$ cat src/rtl/tdc_pkg.sv
// Shared types and helpers for the TDC Hamming-weight accumulator.
// The tdc_res_t container is sized for the widest supported configuration
// (HW_W up to HW_W_MAX, LOG2_WIN up to LOG2_WIN_MAX); narrower builds
// zero-extend into it.
package tdc_pkg;

  localparam int unsigned HW_W_DEF     = 7;
  localparam int unsigned HW_W_MAX     = 16;
  localparam int unsigned LOG2_WIN_MAX = 8;
  localparam int unsigned SUM_W_MAX    = HW_W_MAX + LOG2_WIN_MAX;

  // Window sum width: holds 2^log2_win * (2^hw_w - 1) without overflow.
  function automatic int unsigned sum_width(input int unsigned hw_w,
                                            input int unsigned log2_win);
    return hw_w + log2_win;
  endfunction

  // Samples per accumulation window.
  function automatic int unsigned win_len(input int unsigned log2_win);
    return 32'd1 << log2_win;
  endfunction

  typedef enum logic [0:0] {
    StIdle,
    StPresent
  } out_state_e;

  typedef struct packed {
    logic [SUM_W_MAX-1:0] sum;
    logic [HW_W_MAX-1:0]  min;
    logic [HW_W_MAX-1:0]  max;
  } tdc_res_t;

endpackage

$ cat src/rtl/tdc_hw_accum_ch.sv
// Per-channel window accumulator with a single-entry holding register.
// A completed window lands in the holding register and raises pend_o; if the
// previous result is still pending and not taken this cycle, the new result is
// dropped and the sticky ovf_o flag sets.
// Optional min/max tracking: TDC_ACCUM_MINMAX_EN.
module tdc_hw_acc_ch
  import tdc_pkg::*;
#(
  parameter int unsigned HW_W     = HW_W_DEF,
  parameter int unsigned LOG2_WIN = 4
) (
  input  logic            clk,
  input  logic            rst,
  input  logic            en_i,
  input  logic            clear_i,
  input  logic [HW_W-1:0] hw_i,
  input  logic            val_i,
  input  logic            take_i,
  output tdc_res_t        hold_o,
  output logic            pend_o,
  output logic            ovf_o
);

  localparam int unsigned SumW = sum_width(HW_W, LOG2_WIN);
  localparam logic [LOG2_WIN-1:0] LastCnt = LOG2_WIN'(win_len(LOG2_WIN) - 1);

  logic [SumW-1:0]     sum_q, sum_d, sum_new;
  logic [LOG2_WIN-1:0] cnt_q, cnt_d;
  logic [SumW-1:0]     hold_sum_q, hold_sum_d;
  logic                pend_q, pend_d;
  logic                ovf_q, ovf_d;
  logic                accept, last, load_hold;

  // Sample acceptance, window completion and holding-register load decision.
  always_comb begin
    accept    = en_i & val_i & ~clear_i;
    last      = accept && (cnt_q == LastCnt);
    sum_new   = sum_q + SumW'(hw_i);
    load_hold = last && (!pend_q || take_i);
  end

  // Running sum and sample counter; both restart on completion or clear.
  always_comb begin
    sum_d = sum_q;
    cnt_d = cnt_q;
    if (clear_i || last) begin
      sum_d = '0;
      cnt_d = '0;
    end else if (accept) begin
      sum_d = sum_new;
      cnt_d = cnt_q + 1'b1;
    end
  end

  // Holding register, pend and sticky overflow; a take frees the slot in the
  // same cycle a new result may reload it.
  always_comb begin
    hold_sum_d = hold_sum_q;
    pend_d     = pend_q;
    ovf_d      = ovf_q;
    if (clear_i) begin
      pend_d = 1'b0;
      ovf_d  = 1'b0;
    end else begin
      if (take_i) pend_d = 1'b0;
      if (load_hold) begin
        hold_sum_d = sum_new;
        pend_d     = 1'b1;
      end else if (last) begin
        ovf_d = 1'b1;
      end
    end
  end

  // Sum/count/holding state registers.
  always_ff @(posedge clk) begin
    if (rst) begin
      sum_q      <= '0;
      cnt_q      <= '0;
      hold_sum_q <= '0;
      pend_q     <= 1'b0;
      ovf_q      <= 1'b0;
    end else begin
      sum_q      <= sum_d;
      cnt_q      <= cnt_d;
      hold_sum_q <= hold_sum_d;
      pend_q     <= pend_d;
      ovf_q      <= ovf_d;
    end
  end

`ifdef TDC_ACCUM_MINMAX_EN
  logic [HW_W-1:0] min_q, min_d, max_q, max_d, min_new, max_new;
  logic [HW_W-1:0] hold_min_q, hold_min_d, hold_max_q, hold_max_d;

  // First sample of a window loads min/max directly.
  always_comb begin
    min_new    = ((cnt_q == '0) || (hw_i < min_q)) ? hw_i : min_q;
    max_new    = ((cnt_q == '0) || (hw_i > max_q)) ? hw_i : max_q;
    min_d      = min_q;
    max_d      = max_q;
    hold_min_d = hold_min_q;
    hold_max_d = hold_max_q;
    if (accept && !last) begin
      min_d = min_new;
      max_d = max_new;
    end
    if (load_hold) begin
      hold_min_d = min_new;
      hold_max_d = max_new;
    end
  end

  // Min/max running and holding registers.
  always_ff @(posedge clk) begin
    if (rst) begin
      min_q      <= '0;
      max_q      <= '0;
      hold_min_q <= '0;
      hold_max_q <= '0;
    end else begin
      min_q      <= min_d;
      max_q      <= max_d;
      hold_min_q <= hold_min_d;
      hold_max_q <= hold_max_d;
    end
  end
`endif

  // Pack the held result into the shared container.
  always_comb begin
    hold_o     = '0;
    hold_o.sum = SUM_W_MAX'(hold_sum_q);
`ifdef TDC_ACCUM_MINMAX_EN
    hold_o.min = HW_W_MAX'(hold_min_q);
    hold_o.max = HW_W_MAX'(hold_max_q);
`endif
  end

  assign pend_o = pend_q;
  assign ovf_o  = ovf_q;

endmodule

$ cat src/rtl/tdc_hw_accum.sv
// Multi-channel TDC Hamming-weight post-processor: per-channel window
// accumulators feeding a round-robin arbiter and a valid/ready result port.
// Optional min/max tracking: TDC_ACCUM_MINMAX_EN.
module tdc_hw_accum
  import tdc_pkg::*;
#(
  parameter int unsigned N_CH     = 2,
  parameter int unsigned HW_W     = HW_W_DEF,
  parameter int unsigned LOG2_WIN = 4,
  localparam int unsigned ChW     = (N_CH > 1) ? $clog2(N_CH) : 1,
  localparam int unsigned SumW    = HW_W + LOG2_WIN
) (
  input  logic                 clk,
  input  logic                 rst,
  input  logic                 en,
  input  logic                 clear,
  input  logic [N_CH*HW_W-1:0] hw_in,
  input  logic [N_CH-1:0]      val_in,
  output logic                 res_valid,
  input  logic                 res_ready,
  output logic [ChW-1:0]       res_ch,
  output logic [SumW-1:0]      res_sum,
  output logic [HW_W-1:0]      res_mean,
  output logic [HW_W-1:0]      res_min,
  output logic [HW_W-1:0]      res_max,
  output logic [N_CH-1:0]      ovf
);

  tdc_res_t        hold [N_CH];
  logic [N_CH-1:0] pend;
  logic [N_CH-1:0] take;

  for (genvar c = 0; c < N_CH; c++) begin : gen_ch
    tdc_hw_acc_ch #(
      .HW_W    (HW_W),
      .LOG2_WIN(LOG2_WIN)
    ) u_ch (
      .clk    (clk),
      .rst    (rst),
      .en_i   (en),
      .clear_i(clear),
      .hw_i   (hw_in[c*HW_W +: HW_W]),
      .val_i  (val_in[c]),
      .take_i (take[c]),
      .hold_o (hold[c]),
      .pend_o (pend[c]),
      .ovf_o  (ovf[c])
    );
  end

  out_state_e     state_q, state_d;
  logic [ChW-1:0] ptr_q, ptr_d;
  logic           valid_q, valid_d;
  logic [ChW-1:0] ch_q, ch_d;
  logic [SumW-1:0] sum_q, sum_d;
  logic           arb_found;
  logic [ChW-1:0] arb_sel, arb_idx;
  logic           unused_hold;

  // Round-robin pick: first pending channel at or after ptr, cyclically.
  always_comb begin
    arb_found = 1'b0;
    arb_sel   = '0;
    arb_idx   = '0;
    for (int unsigned i = 0; i < N_CH; i++) begin
      arb_idx = ChW'((32'(ptr_q) + i) % N_CH);
      if (!arb_found && pend[arb_idx]) begin
        arb_found = 1'b1;
        arb_sel   = arb_idx;
      end
    end
  end

  // Output FSM: IDLE loads a pending result, PRESENT holds it until accepted.
  always_comb begin
    state_d = state_q;
    ptr_d   = ptr_q;
    valid_d = valid_q;
    ch_d    = ch_q;
    sum_d   = sum_q;
    take    = '0;
    unique case (state_q)
      StIdle: begin
        if (arb_found) begin
          take[arb_sel] = 1'b1;
          valid_d       = 1'b1;
          ch_d          = arb_sel;
          sum_d         = hold[arb_sel].sum[SumW-1:0];
          state_d       = StPresent;
        end
      end
      StPresent: begin
        if (res_ready) begin
          valid_d = 1'b0;
          ptr_d   = (32'(ch_q) == N_CH - 1) ? '0 : ch_q + 1'b1;
          state_d = StIdle;
        end
      end
      default: state_d = StIdle;
    endcase
  end

  // FSM, pointer and output registers.
  always_ff @(posedge clk) begin
    if (rst) begin
      state_q <= StIdle;
      ptr_q   <= '0;
      valid_q <= 1'b0;
      ch_q    <= '0;
      sum_q   <= '0;
    end else begin
      state_q <= state_d;
      ptr_q   <= ptr_d;
      valid_q <= valid_d;
      ch_q    <= ch_d;
      sum_q   <= sum_d;
    end
  end

`ifdef TDC_ACCUM_MINMAX_EN
  logic [HW_W-1:0] min_q, min_d, max_q, max_d;

  // Min/max output registers load alongside the sum.
  always_comb begin
    min_d = min_q;
    max_d = max_q;
    if (state_q == StIdle && arb_found) begin
      min_d = hold[arb_sel].min[HW_W-1:0];
      max_d = hold[arb_sel].max[HW_W-1:0];
    end
  end

  // Min/max output registers.
  always_ff @(posedge clk) begin
    if (rst) begin
      min_q <= '0;
      max_q <= '0;
    end else begin
      min_q <= min_d;
      max_q <= max_d;
    end
  end

  assign res_min = min_q;
  assign res_max = max_q;
`else
  assign res_min = '0;
  assign res_max = '0;
`endif

  // Upper container bits are zero for narrow builds; fold them away.
  always_comb begin
    unused_hold = 1'b0;
    for (int c = 0; c < N_CH; c++) unused_hold = unused_hold ^ (^hold[c]);
  end

  assign res_valid = valid_q;
  assign res_ch    = ch_q;
  assign res_sum   = sum_q;
  assign res_mean  = sum_q[SumW-1:LOG2_WIN];

endmodule

$ cat config.mk
export PLATFORM = sky130hd
export DESIGN_NAME = tdc_hw_accum
export DESIGN_NICKNAME = d
export VERILOG_FILES = /design/src/rtl/tdc_pkg.sv /design/src/rtl/tdc_hw_accum_ch.sv /design/src/rtl/tdc_hw_accum.sv
export SDC_FILE = /design/constraint.sdc
export NUM_CORES = 1
export LEC_CHECK = 0
export BUFFER_PORTS_ARGS = -buffer_cell sky130_fd_sc_hd__buf_2
export CELL_PAD_IN_SITES_DETAIL_PLACEMENT = 0
export CELL_PAD_IN_SITES_GLOBAL_PLACEMENT = 2
export CORE_ASPECT_RATIO = 0.8
export CORE_MARGIN = 5
export CORE_UTILIZATION = 31
export CTS_BUF_LIST = sky130_fd_sc_hd__clkbuf_4 sky130_fd_sc_hd__clkbuf_8
export DETAILED_ROUTE_END_ITERATION = 12
export PLACE_DENSITY_LB_ADDON = 0.1
export SLEW_MARGIN = 20
export SYNTH_ARGS = -nofsm -noshare
export SYNTH_HDL_FRONTEND = slang
export SYNTH_SLANG_ARGS = --single-unit
$ cat constraint.sdc
create_clock -name clk -period 3.8 [get_ports clk]
set_clock_uncertainty 0.05 [all_clocks]
set_input_delay 0.76 -clock clk [delete_from_list [all_inputs] [get_ports clk]]
set_output_delay 0.76 -clock clk [all_outputs]
set_load 0.03 [all_outputs]
* Yosys cells after proc, flatten, opt, wreduce, memory -nomap -nowiden
Index checks and enable logic that the tools add are counted.
** Operators by class
- Add/subtract/negate cells :: 6
- $lt $le $gt $ge :: 5
- Equality and inequality tests :: 4
- Multiplexer cells :: 26
- Bitwise operators :: 9
- Reduce and logical (&&, ||, !) cells :: 25
** Operators by type and width (count)
- 43-bit two-way mux :: 3
- 11-bit by 7-bit adder with 11-bit output :: 2
- 1-bit two-way mux :: 18
- 2-bit AND reduction :: 7
- 4-bit by 1-bit adder with 4-bit output (second input constant) :: 2
- 4-bit equality test (second input constant) :: 2
- 1-bit logical AND :: 6
- 1-bit by 2-bit < comparator with 1-bit output (second input constant) :: 3
- 2-bit OR reduction :: 3
- 1-bit AND :: 4
- 1-bit logical OR :: 4
- 2-bit two-way mux :: 2
- 2-bit != test (second input constant) :: 2
- 1-bit inverter :: 4
- 1-bit case mux with 2 select lines :: 2
- 2-bit nonzero test :: 2
- 1-bit zero test :: 3
- 1-bit adder (second input constant) :: 2
- 2-bit >= comparator (second input constant) :: 1
- 1-bit inverter with 2-bit output :: 1
- 1-bit demux with 1-bit select :: 1
- 1-bit >= comparator (second input constant) :: 1
** Storage, ports and cells
- Register bits after elaboration :: 71
- Input port bits :: 21
- Output and inout bits :: 36
- Logic and storage cells :: 90

* Depth between registers and ports, before layout
- Word-level depth :: 16
- Gate-level depth with buffers :: 8
- Depth with buffers taken out :: 8

* Modules after synthesis
Synthesis repeated with hierarchy kept, for this count alone.
** Unflattened totals
- Cell total of the unflattened synthesis :: 517
- Area total of the unflattened synthesis :: 4553.1 um^2
** By module, submodules not included
- tdc_hw_acc_ch :: times used 2, cells each 212, area each 1820.5 um^2, seq. area each 560.5 um^2
- tdc_hw_accum :: times used 1, cells each 93, area each 912.1 um^2, seq. area each 300.3 um^2

* Worst setup path after synthesis
OpenSTA, ideal clock, no wires.
- Path kind :: input to register
- From :: input hw_in[7]
- To :: register gen_ch[1].u_ch.hold_sum_q[6]
- Setup time :: 0.135 ns
- Arrival time :: 2.291 ns
- Data required time :: 3.615 ns
- Setup slack :: 1.324 ns
- Stages on the path :: 7
- Buffers on the path :: 0
- Cell sequence :: ha_1 -> fa_1 -> a211oi_1 -> nor2_1 -> or3_1 -> nand3_1 -> a21oi_1
** Between the ends
- Cells in the longest elaborated chain, start to end :: 1
** RTL lines
- start: declaration :: line tdc_hw_accum.sv:17 : input logic [N_CH*HW_W-1:0] hw_in,
- 11-bit by 7-bit adder with 11-bit output :: line tdc_hw_accum_ch.sv:38 : sum_new = sum_q + SumW'(hw_i);
- end signal: assignment :: line tdc_hw_accum_ch.sv:86 : hold_sum_q <= hold_sum_d;
- end: declaration :: line tdc_hw_accum_ch.sv:29 : logic [SumW-1:0] hold_sum_q, hold_sum_d;
Every way passes these cells.
A chain may end at the register's enable or synchronous reset.

* Final worst setup path
- From :: input hw_in[7]
- To :: register gen_ch[1].u_ch.hold_sum_q[10]
Same word-level chain as after synthesis.

==> qor.yml <==
dieArea_um2: 14100
routed_wl_um: 8570
crit_slowest_cell: "a211oi_1"
async_reset_ff_share_pct: 0
antenna_found_initial: 0
synth_cell_types: 40
synthCells: 413
num_rows: 35
synth_area_um2: 3650
clock_sinks: 71
fin_crit_sh_pct: 63.4
worst_pin_slew_ns: 0.948
io_pins: 57
cp.required_ns: 4.02
grt_max_degree: 38
cts_buffer_depth: 2
min_path_type: "reg -> reg"
routed-via-count: 2778
die_x_um: 131
synth_area_leaders: "dfxtp_1 39%, nor2_1 6.9%, ha_1 5.5%"
nets: 482
arrival_ns: 2.63
yosysWarnings: 0
yosysTopAreaCellShare_pct: 38.9
final_util_pct: 35.6
crit_path_cell_trace: "buf_2 -> ha_1 -> fa_1 -> a211oi_1 -> o21a_1 -> nor3_1 -> xnor2_1 -> a211oi_2"
synthTopCellsByCount: "71 x dfxtp_1, 67 x nor2_1, 37 x nand2_1, 32 x a21oi_1, 26 x buf_4"
gp_congestion: 0.739
cts-buffers-inserted: 9
finalNonFillerCells: 596
relSlewSlack_pct: 36.7
initial_core_util_pct: 31.7
status: "finished, final reports clean"
fin_ws_ns: 1.39
dp_cells: 580
drc: 0
ys_seq_area_share_pct: 38.9
vias_per_cell: 4.66
dpl_worst_slack_ns: 1.01
drive_gt1_share_pct: 17.2
cts_setup_buffers: 0
peakVddDrop_mv: 0.132
fmax_mhz: 415
drv_slew: 0
cp_max_fo: 4
detail-route-antenna-nets: 0
post-synth-top-count-cell: "dfxtp_1"
rsz0062_at_grt: "false"
syn_area_per_cell_um2: 8.85
final.setup.tns_ns: 0
grtUsageTotal_pct: 12.5
insertion_delay_ns: 0.36
crit_type: "in -> reg"
crit_path_start_kind: "primary input"
core_area_um2: 11500
n_fill_cell: 1217
root_buffer: "clkbuf_8"
grt-ovfl-total: 0
cap_violations: 0
clkSlewWorstSetupHoldPaths_ns: 0.08
chipHeight_um: 107
p_leak_nw: 1.65
synth_seq_cells: 71
wl_per_cell_um: 14.4
htreeDepth: 3
drtIter0Drc: 99
dominantRegCellSynth: "dfxtp_1"
diodes: 0
setup_viol: 0
hold_viol_final: 0
critPathMaxStageDelay_ns: 0.43
synth_top_area_cell: "dfxtp_1"
area_growth_pct: 12.1
end_kind: "flop"
whs_ns: 0.416
multi_input_area_um2: 1990
synth_edf_count: 0
ctsHoldBuffers: 0
timing.final.crit_period_ns: 2.41
io_buffers: 42
cts-resized-gates: 0
pwr_density_cell_nw_per_um2: 379
cts_tree: "yes"
firstDrtPassIters: 4
grt_pass1_wl_um: 13900
seqCellArea_um2: 1420
dpl.hpwl_um: 6390
grt_pass1_vias: 2669
==> final timing paths <==
kind / startpoint / end / slack (ns) / cells past startpoint
setup / recovery: hw_in[7] / gen_ch[1].u_ch.hold_sum_q[10] / 1.39 / 8
setup reg to reg: gen_ch[1].u_ch.sum_q[0] / gen_ch[1].u_ch.hold_sum_q[10] / 1.57 / 7
hold reg to reg: gen_ch[0].u_ch.sum_q[0] / gen_ch[0].u_ch.sum_q[0] / 0.42 / 2
hold / removal: gen_ch[0].u_ch.sum_q[0] / gen_ch[0].u_ch.sum_q[0] / 0.42 / 2
==> cells by family (layout without fill, tap and decap cells) <==
kind of cell	Yosys count	after routing	share of synthesized area, %
mux	19	19	5.20
other cells	1	14	0.103
xor+xnor	28	28	6.71
fa+ha+maj	18	18	6.57
flops	71	71	38.9
buf+inv	47	69	8.15
compound gates	90	90	16.9
simple gates	139	139	17.5
==> flip-flops by register name (all words and copies together), names as in the netlist <==
| name | cells |
|---|---|
| gen_ch.u_ch.pend_o | 2 |
| res_ch | 1 |
| gen_ch.u_ch.ovf_o | 2 |
| gen_ch.u_ch.cnt_q | 8 |
| res_valid | 1 |
| gen_ch.u_ch.hold_sum_q | 22 |
| state_q | 1 |
| res_sum | 11 |
| gen_ch.u_ch.sum_q | 22 |
| ptr_q | 1 |
==> where the power goes <==
| part | internal [mW] | total (mW) | switching, mW |
|---|---|---|---|
| combinational | 0.0307 | 0.107 | 0.0765 |
| sequential | 0.746 | 0.748 | 0.00203 |
| clock | 0.404 | 0.698 | 0.294 |
| total | 1.18 | 1.55 | 0.372 |
==> critical path, delay by kind of cell <==
family	cells	cell delay (ns)
AOI/OAI and AO/OA	3	0.91
xor gates and xnor gates	1	0.14
adders and majority gates	2	0.63
buffers and inverters	1	0.10
and+or+nand+nor	1	0.09
==> layout by cell type, fill, tap and decap left out, types with 3 or more instances in the layout <==
master	netlist	routed
ha_1	16	16
a211oi_2	7	7
a211oi_1	22	22
mux2i_1	19	19
nand4_1	4	4
a21o_1	6	6
inv_1	6	6
nor2_1	67	66
a21oi_1	32	32
or3_1	3	3
xnor2_1	12	12
o21ai_0	9	9
nand2_1	37	37
nand3_1	11	11
conb_1	1	14
o21a_1	3	3
clkbuf_8	0	11
xor2_1	16	16
dfxtp_1	71	71
o21ai_1	3	3
o211ai_1	5	5
buf_2	1	42
buf_4	26	5
==> layer usage <==
| layer | global-route usage [%] | vias to the layer above | wire length [um] |
|---|---|---|---|
| li1 | - | 1460 | - |
| met1 | 18.0 | 1251 | 4510 |
| met2 | 17.7 | 56 | 3510 |
| met3 | 4.08 | 11 | 452 |
| met4 | 3.74 | 0 | 105 |
| met5 | 0 | - | 0 |
==> per-stage QoR <==
| step | instance area (um2) | power (mW) |
|---|---|---|
| 6_report | 4100 | 1.55 |
| 5_1_grt | 4100 | 1.63 |
| 4_1_cts | 4100 | 1.58 |
| 3_5_place_dp | 3860 | 0.874 |
| 3_3_place_gp | 3860 | 0.874 |
| 2_1_floorplan | 3700 | 0.853 |
==> layout make-up <==
type | instances | area share, %
multi-input combinational | 308 | 48.5
sequential | 71 | 34.7
timing repair buffer | 47 | 6.05
tap | 148 | 4.52
clock buffer | 11 | 3.70
clock inverter | 5 | 1.96
inverter | 6 | 0.550
Power figures use the tool's default switching activity.
